File: config.mk
export PLATFORM = sky130hd
export DESIGN_NAME = alba_ctrl
export DESIGN_NICKNAME = d
export VERILOG_FILES = /design/src/rtl/alba_ctrl.sv
export SDC_FILE = /design/constraint.sdc
export NUM_CORES = 1
export LEC_CHECK = 0
export BUFFER_PORTS_ARGS = -buffer_cell sky130_fd_sc_hd__buf_2
export CORE_MARGIN = 8
export CORE_UTILIZATION = 50
export DETAILED_ROUTE_END_ITERATION = 8
export PLACE_DENSITY = 0.81
export SYNTH_ARGS = -nofsm -noshare
export SYNTH_HDL_FRONTEND = slang
export SYNTH_SLANG_ARGS = --single-unit
File: constraint.sdc
create_clock -name clk -period 4 [get_ports clk]
set_input_delay 1.2 -clock clk [delete_from_list [all_inputs] [get_ports clk]]
set_output_delay 1.2 -clock clk [all_outputs]
set_load 0.02 [all_outputs]
File: src/rtl/alba_ctrl.sv
// rtl/alba_ctrl.sv - multi-cycle fetch/decode/execute control unit for the albaCore 16-bit CPU
// Optional retired-instruction counter built only when ALBA_INSTRET_EN is defined.
module alba_ctrl #(
    parameter logic [15:0] RESET_PC = 16'h0000
) (
    input  logic        clk,
    input  logic        reset,
    output logic [15:0] mem_addr,
    output logic        mem_rd,
    output logic        mem_wr,
    output logic [15:0] mem_wdata,
    input  logic [15:0] mem_rdata,
    input  logic        mem_ack,
    output logic [3:0]  rf_ra_addr,
    output logic [3:0]  rf_rb_addr,
    input  logic [15:0] rf_a_data,
    input  logic [15:0] rf_b_data,
    output logic        rf_we,
    output logic [3:0]  rf_waddr,
    output logic [15:0] rf_wdata,
    output logic [15:0] alu_a,
    output logic [15:0] alu_b,
    output logic [2:0]  alu_op,
    output logic [7:0]  alu_imm,
    output logic [3:0]  alu_shamt,
    input  logic [15:0] alu_f,
    output logic [15:0] pc,
    output logic        halted,
    output logic [15:0] instret
);

    typedef enum logic [2:0] {
        S_FETCH,
        S_DECODE,
        S_EXEC,
        S_MEM,
        S_WB,
        S_HALT
    } state_t;

    state_t      state;
    logic [15:0] ir;
    logic [15:0] pc_q;
    logic [15:0] op_a;
    logic [15:0] op_b;
    logic [15:0] result;
    logic        rd_q;
    logic        wr_q;
    logic        we_q;
    logic        halt_q;
    logic [3:0]  opcode;

    assign opcode = ir[15:12];

    // Requests are registered; after reset FETCH spends one cycle raising mem_rd,
    // and an ack seen while no request is up is simply ignored.
    always_ff @(posedge clk) begin
        if (reset) begin
            state  <= S_FETCH;
            pc_q   <= RESET_PC;
            ir     <= 16'h0000;
            op_a   <= 16'h0000;
            op_b   <= 16'h0000;
            result <= 16'h0000;
            rd_q   <= 1'b0;
            wr_q   <= 1'b0;
            we_q   <= 1'b0;
            halt_q <= 1'b0;
        end else begin
            case (state)
                S_FETCH: begin
                    if (rd_q && mem_ack) begin
                        ir    <= mem_rdata;
                        pc_q  <= pc_q + 16'h0001;
                        rd_q  <= 1'b0;
                        state <= S_DECODE;
                    end else begin
                        rd_q <= 1'b1;
                    end
                end
                S_DECODE: begin
                    op_a <= rf_a_data;
                    op_b <= rf_b_data;
                    if (opcode == 4'hF) begin
                        halt_q <= 1'b1;
                        state  <= S_HALT;
                    end else if (opcode == 4'h8) begin
                        rd_q  <= 1'b1;
                        state <= S_MEM;
                    end else if (opcode == 4'h9) begin
                        wr_q  <= 1'b1;
                        state <= S_MEM;
                    end else begin
                        state <= S_EXEC;
                    end
                end
                S_EXEC: begin
                    if (!opcode[3]) begin
                        result <= alu_f;
                        we_q   <= 1'b1;
                        state  <= S_WB;
                    end else begin
                        // pc already points past the branch, so offsets are relative to pc+1
                        if (opcode == 4'hA && op_a == 16'h0000)
                            pc_q <= pc_q + {{8{ir[7]}}, ir[7:0]};
                        else if (opcode == 4'hB)
                            pc_q <= {pc_q[15:12], ir[11:0]};
                        rd_q  <= 1'b1;
                        state <= S_FETCH;
                    end
                end
                S_MEM: begin
                    if (mem_ack) begin
                        if (rd_q) begin
                            result <= mem_rdata;
                            rd_q   <= 1'b0;
                            we_q   <= 1'b1;
                            state  <= S_WB;
                        end else begin
                            wr_q  <= 1'b0;
                            rd_q  <= 1'b1;
                            state <= S_FETCH;
                        end
                    end
                end
                S_WB: begin
                    we_q  <= 1'b0;
                    rd_q  <= 1'b1;
                    state <= S_FETCH;
                end
                S_HALT: state <= S_HALT;
                default: state <= S_FETCH;
            endcase
        end
    end

    assign mem_addr   = (state == S_MEM) ? op_a : pc_q;
    assign mem_rd     = rd_q;
    assign mem_wr     = wr_q;
    assign mem_wdata  = op_b;
    assign rf_ra_addr = (opcode == 4'hA) ? ir[11:8] : ir[7:4];
    assign rf_rb_addr = ir[3:0];
    assign rf_we      = we_q;
    assign rf_waddr   = ir[11:8];
    assign rf_wdata   = result;
    assign alu_a      = op_a;
    assign alu_b      = op_b;
    assign alu_op     = ir[14:12];
    assign alu_imm    = ir[7:0];
    assign alu_shamt  = ir[3:0];
    assign pc         = pc_q;
    assign halted     = halt_q;

`ifdef ALBA_INSTRET_EN
    logic [15:0] instret_q;
    logic        retire;

    always_comb begin
        retire = 1'b0;
        case (state)
            S_EXEC:   retire = opcode[3];
            S_MEM:    retire = wr_q && mem_ack;
            S_WB:     retire = 1'b1;
            S_DECODE: retire = (opcode == 4'hF);
            default:  retire = 1'b0;
        endcase
    end

    always_ff @(posedge clk) begin
        if (reset)
            instret_q <= 16'h0000;
        else if (retire)
            instret_q <= instret_q + 16'h0001;
    end

    assign instret = instret_q;
`else
    assign instret = 16'h0000;
`endif

endmodule

==> Yosys cells after proc, flatten, opt, wreduce, memory -nomap -nowiden <==
Index checks and enable logic that the tools add are counted.
{ "op_classes": {"n_addsub": 2, "eq_ne": 22, "n_mux": 36, "n_reduce_logical": 18} }
{ "ops": {"columns": ["cell", "count"], "rows": [
  ["two-way mux 16 bit", 7],
  ["case mux 16 bit (2 select lines)", 2],
  ["!= test 2 bit, second input constant", 11],
  ["== test 4 bit, second input constant", 5],
  ["adder 16 x 1 -> 16 bit, second input constant", 1],
  ["adder 16 bit", 1],
  ["zero test 16 bit", 1],
  ["two-way mux 1 bit", 16],
  ["AND reduction 4 bit", 4],
  ["two-way mux 3 bit", 5],
  ["case mux 3 bit (5 select lines)", 1],
  ["two-way mux 12 bit", 1],
  ["== test 3 x 2 -> 1 bit, second input constant", 2],
  ["== test 3 bit, second input constant", 2],
  ["AND reduction 2 bit", 3],
  ["AND reduction 6 bit", 1],
  ["nonzero test 2 bit", 3],
  ["case mux 1 bit (5 select lines)", 1],
  ["AND reduction 5 bit", 1],
  ["nonzero test 5 bit", 1],
  ["two-way mux 4 bit", 1],
  ["== test 3 x 1 -> 1 bit, second input constant", 1],
  ["zero test 3 bit", 1],
  ["!= test 3 bit, second input constant", 1],
  ["other kinds (4)", 5]
]} }
{ "word_totals": {"regBits": 87} }

==> Depth between registers and ports, before layout <==
Gate-level depths: netlist of the first run.
{ "depth": {"depth_word": 5, "mapped_depth": 9, "mapped_depth_nobuf": 8} }

==> Worst setup path before layout of the first run <==
OpenSTA, ideal clock, no wires.
{ "synth_path": {"path_type": "register to output", "startpoint": "register state[2]", "endpoint": "output mem_addr[0]", "t_arrival_ps": 1579, "t_required_ps": 2800, "setup_slack_ps": 1221, "stages_incl_launch_ff": 6, "path_buffers": 2, "path_cell_list": "dfxtp_1 -> buf_2 -> inv_1 -> nand3_1 -> buf_1 -> mux2_2"} }
{ "synth_between": {"elab_chain_cells": 2} }
{ "synth_lines": {"columns": ["item", "line_no", "rtl"], "rows": [
  ["start: declaration", "41", "state_t state;"],
  ["start signal: assignment", "59", "state <= S_FETCH;"],
  ["start signal: assignment", "76", "state <= S_DECODE;"],
  ["start signal: assignment", "86", "state <= S_HALT;"],
  ["== test 3 x 2 -> 1 bit", "137", "assign mem_addr = (state == S_MEM) ? op_a : pc_q;"],
  ["two-way mux 16 bit", "137", null],
  ["end: declaration", "8", "output logic [15:0] mem_addr,"]
]} }
No other way between the ends.

==> Final worst setup path of the first run <==
{ "layout_path": {"startpoint": "register state[1]", "endpoint": "output mem_addr[8]"} }
Same word-level chain as after synthesis.

==> summary.md, run 1 <==
| Metric | Value |
|---|---|
| Outcome | `complete, no violations` |
| Critical path required time | `2.80 ns` |
| Post-synth top cells | `nand2_1, a21oi_1, dfxtp_1, buf_4, nor2_1` |
| CTS max path bufs | `2` |
| Crit path max-delay cell type | `dfxtp_1` |
| Sink Count | `87` |
| Hold Buf Count CTS | `0` |
| CTS resizes | `0` |
| EDFF count, synth | `0` |
| Sequential cell area fraction in the yosys report | `33.1%` |
| Switching Fraction | `37.6%` |
| Share of layout cells above drive strength 1 | `31.0%` |
| Yosys warnings | `0` |
| Wirelength, routed | `16.3 mm` |
| Hold WC Path Type | `reg2reg` |
| Period utilization | `83.1%` |
| Yosys top cell by area | `dfxtp_1` |
| Fill count | `984` |
| Comb power frac | `25.5%` |
| Row cnt | `37` |
| Full die area | `0.0141 mm2` |
| Avg Inst Size Synth | `7.81 um2` |
| RSZ-0062 raised after global routing | `false` |
| Synth Area in XOR/XNOR | `2.67%` |
| Compound-Gate Fraction of Synth Area | `21.0%` |
| Num CTS Buffers | `9` |
| Netlist cell types | `60` |
| Sequential power share | `46.3%` |
| GRT overflow | `0` |
| 1st-pass router iterations | `6` |
| Leakage | `2.93 nW` |
| Clock skew | `0.0135 ns` |
| Final setup vio count | `0` |
| Vias in the first global route | `5246` |
| Final hold violations | `0` |
| CTS tree | `built` |
| Yosys top cell area share | `33.1%` |
| Post-DP HPWL | `12.2 mm` |
| Worst skew pair latency | `0.37 ns` |
| Slowest stage delay, CP | `0.65 ns` |
| Worst-Margin Slew | `0.707 ns` |
| Final net count | `896` |
| Largest family of logic cells by synthesized area | `compound AO/OA/AOI/OAI gates` |
| Setup TNS Final | `0 ns` |
| Synth area leaders | `dfxtp_1, a21oi_1, nand2_1` |
| Global-route wire length before repair | `26.3 mm` |
| Max Freq | `301 MHz` |
| Antenna viol nets, final | `0` |
| Mapped cell area | `0.00526 mm2` |
| Pin count of the biggest net entering global routing | `45` |
| Pwr dens | `356 mW/mm2` |
| H-tree depth | `3` |
| Post-Synth Adder-Cell Area | `4.19%` |
| Max-slew headroom | `52.9%` |
| Critical Path End Type | `output pin` |
| Sw power | `828 uW` |
| GRT Total Usage | `22.3%` |
| Syn Inst Count | `673` |
| Antenna violations before repair | `0` |
| Ant. Diodes | `0` |
| I/O pins | `210` |
| Fin cells | `953` |
| DRC Markers | `0` |
| Min Tclk post-route | `3.32 ns` |
| Top-count cell post-synth | `nand2_1` |
| DR iter-0 viols | `473` |
| Initial Util | `51.2%` |
| FFs w/ async S/R, synth | `0%` |
| Peak supply drop | `0.209 mV` |
| Die Span Y | `119 um` |
| Post-DR wirelength/cell | `17.1 um` |
| Clock-pin slew of the registers on the worst-case setup and hold paths | `0.10 ns` |
| Chip Width | `119 um` |
| Multi-input logic area | `0.00302 mm2` |
| CP Class | `reg2out` |
| Pint | `1.38 mW` |
| Cell count after placement | `937` |
| Post-layout util | `60.2%` |
| Synth Register Bits | `87` |
| CTS Root Cell | `clkbuf_8` |
| Top FF cell, synth | `dfxtp_1` |
| # Post-CTS Setup Buffers | `0` |
| Critical Path Start Type | `flip-flop` |
| Vias | `5336` |
| P&R area growth vs syn | `17.6%` |
| Multiplexer share of the synthesized area | `7.71%` |
| Critical Path AT | `2.12 ns` |
| Max cap viols | `0` |
| Clk pwr share | `28.2%` |
| Simple-gate area share of the yosys netlist | `20.4%` |
| Critical-path cell list | `nand3_2, mux2_2, buf_2` |
| Reg area | `0.00174 mm2` |
| Routability cong. | `0.946` |
| Vias per cell | `5.60` |
| CP max FO | `17` |
| Core ar. | `0.0103 mm2` |
| Port Buf Inserts | `193` |
| Final Max Tran Viols | `0` |
layout by cell type (no fill, tap or decap), types with 3 or more instances in the layout:
cell type  Yosys  layout
nand2_1      117     117
clkbuf_8       0       9
a31oi_1        6       6
nor2_1        55      54
dfxtp_1       87      87
a21o_1         4       4
buf_4         55       8
nand3b_1       3       3
ha_1          16      16
inv_1          5       5
xnor2_1        9       9
nor4_1         6       6
o22ai_1        3       3
buf_2          5     193
mux2i_1       18      18
a222oi_1       5       5
or3_1          4       4
or4_1          3       3
nor3_1        10       9
o21ai_0       31      31
a21oi_1       88      88
mux2_2        20      20
a211oi_1      21      21
o21a_1         3       3
conb_1         1      16
nand4_1        6       6
nand3_1       18      17
xor2_1         7       7
worst max-delay path, delay by kind of cell, from the launching register on:
kind                   cells  cell delay (ns)
and+or+nand+nor            1             0.51
DFF                        1             0.65
buffers and inverters      1             0.16
muxes                      1             0.44
layer usage:
layer	vias up	wire (um)	track usage, %
li1	2613	-	-
met1	2444	7070	28.1
met2	256	7550	36.2
met3	23	1410	6.81
met4	0	239	6.01
met5	-	0	0
cell families after synthesis:
| family | Yosys count |
|---|---|
| other cells | 1 |
| xor+xnor | 16 |
| mux | 38 |
| compound gates | 182 |
| fa+ha+maj | 17 |
| buf+inv | 95 |
| flops | 87 |
| simple gates | 237 |
worst paths after layout:
| kind | from | endpoint | slack (ns) | depth (start not counted) |
|---|---|---|---|---|
| setup / recovery | state[1]$_SDFFE_PP0P_ | mem_addr[8] | 0.68 | 3 |
| hold reg to reg | alu_b[2]$_SDFFE_PP0P_ | alu_b[2]$_SDFFE_PP0P_ | 0.47 | 2 |
| hold / removal | alu_b[2]$_SDFFE_PP0P_ | alu_b[2]$_SDFFE_PP0P_ | 0.47 | 2 |
| setup reg to reg | state[1]$_SDFFE_PP0P_ | pc[0]$_SDFFE_PP0P_ | 1.43 | 6 |
state kept, by name, summed over array words and instances, names as in the netlist:
| name | cells |
|---|---|
| halted | 1 |
| rf_wdata | 16 |
| alu_a | 16 |
| state | 3 |
| mem_rd | 1 |
| alu_b | 16 |
| mem_wr | 1 |
| ir | 16 |
| rf_we | 1 |
| pc | 16 |
final cells by class:
type,count,share of cell area [%]
tap,136,2.75
clock buffer,9,2.00
clock inverter,7,1.28
sequential,87,28.2
timing repair buffer,201,16.6
inverter,7,0.425
multi-input combinational,506,48.8
power by group through the flow:
stage / logic [mW] / clock network (mW) / registers (mW)
6_report: 0.562 / 0.622 / 1.02
4_1_cts: 0.564 / 0.638 / 1.02
3_3_place_gp: 0.555 / 0 / 1.04
2_1_floorplan: 0.377 / 0 / 1.05
3_5_place_dp: 0.561 / 0 / 1.04
5_1_grt: 0.616 / 0.678 / 1.03
through the flow:
step	area, um2	power [mW]	hold slack [ns]	setup slack, ns
2_1_floorplan	5310	1.43	0.460	1.22
3_3_place_gp	5980	1.59	0.443	1.04
3_5_place_dp	5980	1.60	0.459	1.02
4_1_cts	6180	2.22	0.474	0.667
5_1_grt	6180	2.32	0.489	0.514
6_report	6180	2.20	0.470	0.676
Power figures use the tool's default switching activity.
==> inputs of run 2 (changes only) <==
--- a/config.mk
+++ b/config.mk
@@ -7,9 +7,9 @@
 export LEC_CHECK = 0
 export BUFFER_PORTS_ARGS = -buffer_cell sky130_fd_sc_hd__buf_2
 export CORE_MARGIN = 8
-export CORE_UTILIZATION = 50
+export CORE_UTILIZATION = 45
 export DETAILED_ROUTE_END_ITERATION = 8
-export PLACE_DENSITY = 0.81
+export PLACE_DENSITY = 0.77
 export SYNTH_ARGS = -nofsm -noshare
 export SYNTH_HDL_FRONTEND = slang
 export SYNTH_SLANG_ARGS = --single-unit
==> constraint.sdc (replaced) <==
create_clock -name clk -period 3 [get_ports clk]
set_input_delay 0.9 -clock clk [delete_from_list [all_inputs] [get_ports clk]]
set_output_delay 0.9 -clock clk [all_outputs]
set_load 0.02 [all_outputs]
==> summary.md, run 2 (synthesis gave the netlist of run 1 again) <==
| Metric | Value |
|---|---|
| Outcome | `complete, no violations` |
| Core ar. | `0.0114 mm2` |
| Post-DP HPWL | `12.6 mm` |
| Vias per cell | `5.52` |
| Sink Count | `87` |
| Worst skew pair latency | `0.34 ns` |
| Crit path max-delay cell type | `dfxtp_1` |
| Ant. Diodes | `0` |
| Critical-path cell list | `inv_1, nand3_2, mux2_2, buf_2` |
| Max Freq | `344 MHz` |
| CTS resizes | `0` |
| Critical Path End Type | `output pin` |
| Wirelength, routed | `16.8 mm` |
| Leakage | `3.04 nW` |
| Chip Width | `124 um` |
| Critical Path AT | `2.01 ns` |
| CP max FO | `17` |
| Hold Buf Count CTS | `0` |
| Clock skew | `0.00577 ns` |
| Pint | `2.13 mW` |
| Routability cong. | `0.944` |
| Global-route wire length before repair | `25.5 mm` |
| Most frequent cells in the layout | `buf_2, nand2_1, a21oi_1` |
| Peak supply drop | `0.450 mV` |
| DRC Markers | `0` |
| H-tree depth | `3` |
| Final Max Tran Viols | `0` |
| Port Buf Inserts | `193` |
| Critical path required time | `2.10 ns` |
| Max-slew headroom | `56.1%` |
| Vias | `5365` |
| Clock-pin slew of the registers on the worst-case setup and hold paths | `0.06 ns` |
| # Post-CTS Setup Buffers | `0` |
| CTS tree | `built` |
| Antenna viol nets, final | `0` |
| Commonest non-fill, non-tap cell in the layout | `buf_2` |
| CTS Root Cell | `clkbuf_16` |
| CP Class | `reg2out` |
| Post-layout util | `55.7%` |
| Share of layout cells above drive strength 1 | `31.8%` |
| Final hold violations | `0` |
| Setup TNS Final | `0 ns` |
| GRT Total Usage | `20.8%` |
| Min Tclk post-route | `2.91 ns` |
| Switching Fraction | `33.4%` |
| Row cnt | `39` |
| P&R area growth vs syn | `21.1%` |
| CTS max path bufs | `2` |
| Vias in the first global route | `5095` |
| 1st-pass router iterations | `5` |
| Sequential power share | `41.6%` |
| Max cap viols | `0` |
| Pin count of the biggest net entering global routing | `43` |
| Pwr dens | `504 mW/mm2` |
| GRT overflow | `0` |
| Final net count | `908` |
| Worst-Margin Slew | `0.652 ns` |
| Comb power frac | `25.0%` |
| Final setup vio count | `0` |
| Period utilization | `97.0%` |
| Hold WC Path Type | `reg2reg` |
| Antenna violations before repair | `0` |
| Final hold slack | `0.463 ns` |
| DR iter-0 viols | `443` |
| Sw power | `1.07 mW` |
| Critical Path Start Type | `flip-flop` |
| Full die area | `0.0154 mm2` |
| Initial Util | `46.0%` |
| I/O pins | `210` |
| Post-DR wirelength/cell | `17.3 um` |
| Die Span Y | `124 um` |
| Num CTS Buffers | `9` |
| RSZ-0062 raised after global routing | `false` |
| Clk pwr share | `33.5%` |
| Slowest stage delay, CP | `0.53 ns` |
==> run 2: cell types whose count changed in the layout (fill, tap and decap cells not counted), moves of 2 or more <==
cell       change
inv_8          -2
clkbuf_16      +9
clkbuf_8       -7
clkinv_8       -2
buf_4         +12
==> run 2: worst paths after layout <==
kind,from,end,slack (ns),depth (start not counted)
max,state[2]$_SDFFE_PP0P_,mem_addr[12],0.09,4
min,alu_b[1]$_SDFFE_PP0P_,alu_b[1]$_SDFFE_PP0P_,0.46,2
min reg2reg,alu_b[1]$_SDFFE_PP0P_,alu_b[1]$_SDFFE_PP0P_,0.46,2
max reg2reg,ir[3]$_SDFFE_PP0P_,pc[13]$_SDFFE_PP0P_,0.66,7
==> run 2: per-layer routing <==
layer	part of all wire, %	routed length (um)	global-route usage (%)
met5	0	0	0
met2	46	7800	34.1
met3	9.9	1650	6.39
met1	42	7080	25.8
met4	1.5	252	6.10
==> run 2: metrics by stage <==
stage | cell area, um2 | std cells | worst slack, ns | total power [mW]
CTS | 6360 | 972 | 0.100 | 3.23
global placement | 6080 | 956 | 0.525 | 2.15
global route | 6360 | 972 | 0.000794 | 3.36
finish | 6360 | 972 | 0.0896 | 3.21
floorplan | 5310 | 688 | 0.521 | 1.91
detailed placement | 6080 | 956 | 0.471 | 2.15
==> run 2: area by class of cell <==
type	instances	area, um2
multi-input cells	506	3020
repair buffers	213	1120
well taps	143	179
flip-flops and latches	87	1740
fillers	1094	5050
clock buffers	12	256
clock inverters	4	30.0
inverters	7	26.3
==> run 2: power by group through the flow <==
stage                     registers, mW  logic (mW)  clock network [mW]
after floorplan                    1.41       0.502                   0
after global placement             1.35       0.792                   0
after detailed placement           1.36       0.798                   0
after CTS                          1.33       0.800                1.09
after global routing               1.34       0.869                1.15
final                              1.33       0.800                1.07
==> run 2: worst max-delay path, delay by kind of cell, from the launching register on <==
kind | cells | cell delay [ns]
flip-flops | 1 | 0.53
multiplexers | 1 | 0.39
AND/OR/NAND/NOR | 1 | 0.38
buffers and inverters | 2 | 0.36
==> inputs of run 3 (changes only) <==
--- a/config.mk
+++ b/config.mk
@@ -6,10 +6,12 @@
 export NUM_CORES = 1
 export LEC_CHECK = 0
 export BUFFER_PORTS_ARGS = -buffer_cell sky130_fd_sc_hd__buf_2
+export CELL_PAD_IN_SITES_DETAIL_PLACEMENT = 1
+export CELL_PAD_IN_SITES_GLOBAL_PLACEMENT = 1
 export CORE_MARGIN = 8
-export CORE_UTILIZATION = 45
+export CORE_UTILIZATION = 31
 export DETAILED_ROUTE_END_ITERATION = 8
-export PLACE_DENSITY = 0.77
+export PLACE_DENSITY = 0.76
 export SYNTH_ARGS = -nofsm -noshare
 export SYNTH_HDL_FRONTEND = slang
 export SYNTH_SLANG_ARGS = --single-unit
==> summary.md, run 3 (synthesis gave the netlist of run 1 again) <==
| Metric | Value |
|---|---|
| Outcome | `complete, no violations` |
| Worst skew pair latency | `0.35 ns` |
| Multi-input logic area | `0.00302 mm2` |
| I/O pins | `210` |
| Post-DR wirelength/cell | `18.7 um` |
| Clock skew | `0.00684 ns` |
| Antenna viol nets, final | `0` |
| GRT overflow | `0` |
| Sink Count | `87` |
| Post-DP HPWL | `15.4 mm` |
| Core ar. | `0.0166 mm2` |
| CTS Root Cell | `clkbuf_16` |
| Final hold violations | `0` |
| Port Buf Inserts | `193` |
| Antenna violations before repair | `0` |
| CTS max path bufs | `2` |
| Max cap viols | `0` |
| R2R setup slack | `0.56 ns` |
| # Post-CTS Setup Buffers | `0` |
| H-tree depth | `3` |
| Final net count | `911` |
| Critical Path AT | `1.98 ns` |
| Ant. Diodes | `0` |
| Cell count after placement | `1036` |
| Critical Path End Type | `output pin` |
| Row cnt | `47` |
| Reg area | `0.00174 mm2` |
| Hold WC Path Type | `reg2reg` |
| Post-route cell area | `0.00649 mm2` |
| Min Tclk post-route | `2.88 ns` |
| Critical Path Start Type | `flip-flop` |
| 1st-pass router iterations | `4` |
| CP Class | `reg2out` |
| Chip Width | `146 um` |
| Fin cells | `1052` |
| Peak supply drop | `0.295 mV` |
| Die Span Y | `146 um` |
| Fill count | `2123` |
| CP max FO | `17` |
| Num CTS Buffers | `9` |
| Routability cong. | `0.831` |
| Period utilization | `96.1%` |
| Setup TNS Final | `0 ns` |
| CTS tree | `built` |
| Vias | `5417` |
| DP Area | `0.00620 mm2` |
| DRC Markers | `0` |
| Pwr Total | `3.28 mW` |
| DR iter-0 viols | `216` |
| Pwr dens | `505 mW/mm2` |
| Max-slew headroom | `50.4%` |
| Final hold slack | `0.470 ns` |
| GRT Total Usage | `17.6%` |
| Vias in the first global route | `5543` |
| Final Max Tran Viols | `0` |
| Pin count of the biggest net entering global routing | `50` |
| P&R area growth vs syn | `23.5%` |
| Final setup vio count | `0` |
| Vias per cell | `5.15` |
| Clock-pin slew of the registers on the worst-case setup and hold paths | `0.07 ns` |
| Initial Util | `31.7%` |
| Worst-Margin Slew | `0.744 ns` |
| Global-route wire length before repair | `30.7 mm` |
| Commonest non-fill, non-tap cell in the layout | `buf_2` |
| Critical path required time | `2.10 ns` |
| Wirelength, routed | `19.7 mm` |
| Full die area | `0.0214 mm2` |
| RSZ-0062 raised after global routing | `false` |
| Share of layout cells above drive strength 1 | `32.2%` |
| Most frequent cells in the layout | `buf_2, nand2_1, a21oi_1` |
| Leakage | `3.05 nW` |
| Max Freq | `347 MHz` |
==> run 3: worst max-delay path: stages (launching register included) <==
cell     delay, ns
dfxtp_1       0.55
inv_1         0.23
nand3_4       0.32
mux2_2        0.38
buf_2         0.16
==> run 3: path summary, 6_finish.rpt <==
check        cells after the start                   from                    end
min                              2  alu_b[3]$_SDFFE_PP0P_  alu_b[3]$_SDFFE_PP0P_
max reg2reg                      8     ir[0]$_SDFFE_PP0P_    pc[12]$_SDFFE_PP0P_
max                              4  state[2]$_SDFFE_PP0P_            mem_addr[4]
min reg2reg                      2  alu_b[3]$_SDFFE_PP0P_  alu_b[3]$_SDFFE_PP0P_
==> run 3: metrics by stage <==
step	setup slack, ns	utilization (%)
3_3_place_gp	0.423	37.4
3_5_place_dp	0.389	37.4
5_1_grt	0.0366	39.2
6_report	0.117	39.2
4_1_cts	0.129	39.2
2_1_floorplan	0.521	-
==> run 3: final cells by class <==
cell class	count	share of cell area [%]
Multi-Input combinational cell	506	46.5
Sequential cell	87	26.8
Timing Repair Buffer	216	17.5
Tap cell	220	4.24
Clock buffer	9	3.47
Clock inverter	7	1.00
Inverter	7	0.405
==> run 3: per-layer routing <==
layer / track usage, % / part of all wire [%] / up-vias / wire length (um)
met1: 22.9 / 46 / 2575 / 9110
met5: 0 / 0 / - / 0
li1: - / - / 2641 / -
met4: 3.86 / 0.79 / 0 / 156
met2: 28.2 / 46 / 188 / 8970
met3: 5.25 / 7.3 / 13 / 1440
==> run 3: report_power, final <==
| group | switching, mW | internal, mW |
|---|---|---|
| clock network | 0.544 | 0.580 |
| logic | 0.531 | 0.297 |
| registers | 0.0976 | 1.23 |
==> run 3: repair_timing <==
action / in CTS / in global routing
resized for setup: 1 / 0
hold buffers: 0 / 0
endpoints found under the hold margin: 0 / 0
endpoints found under the setup margin: 2 / 0
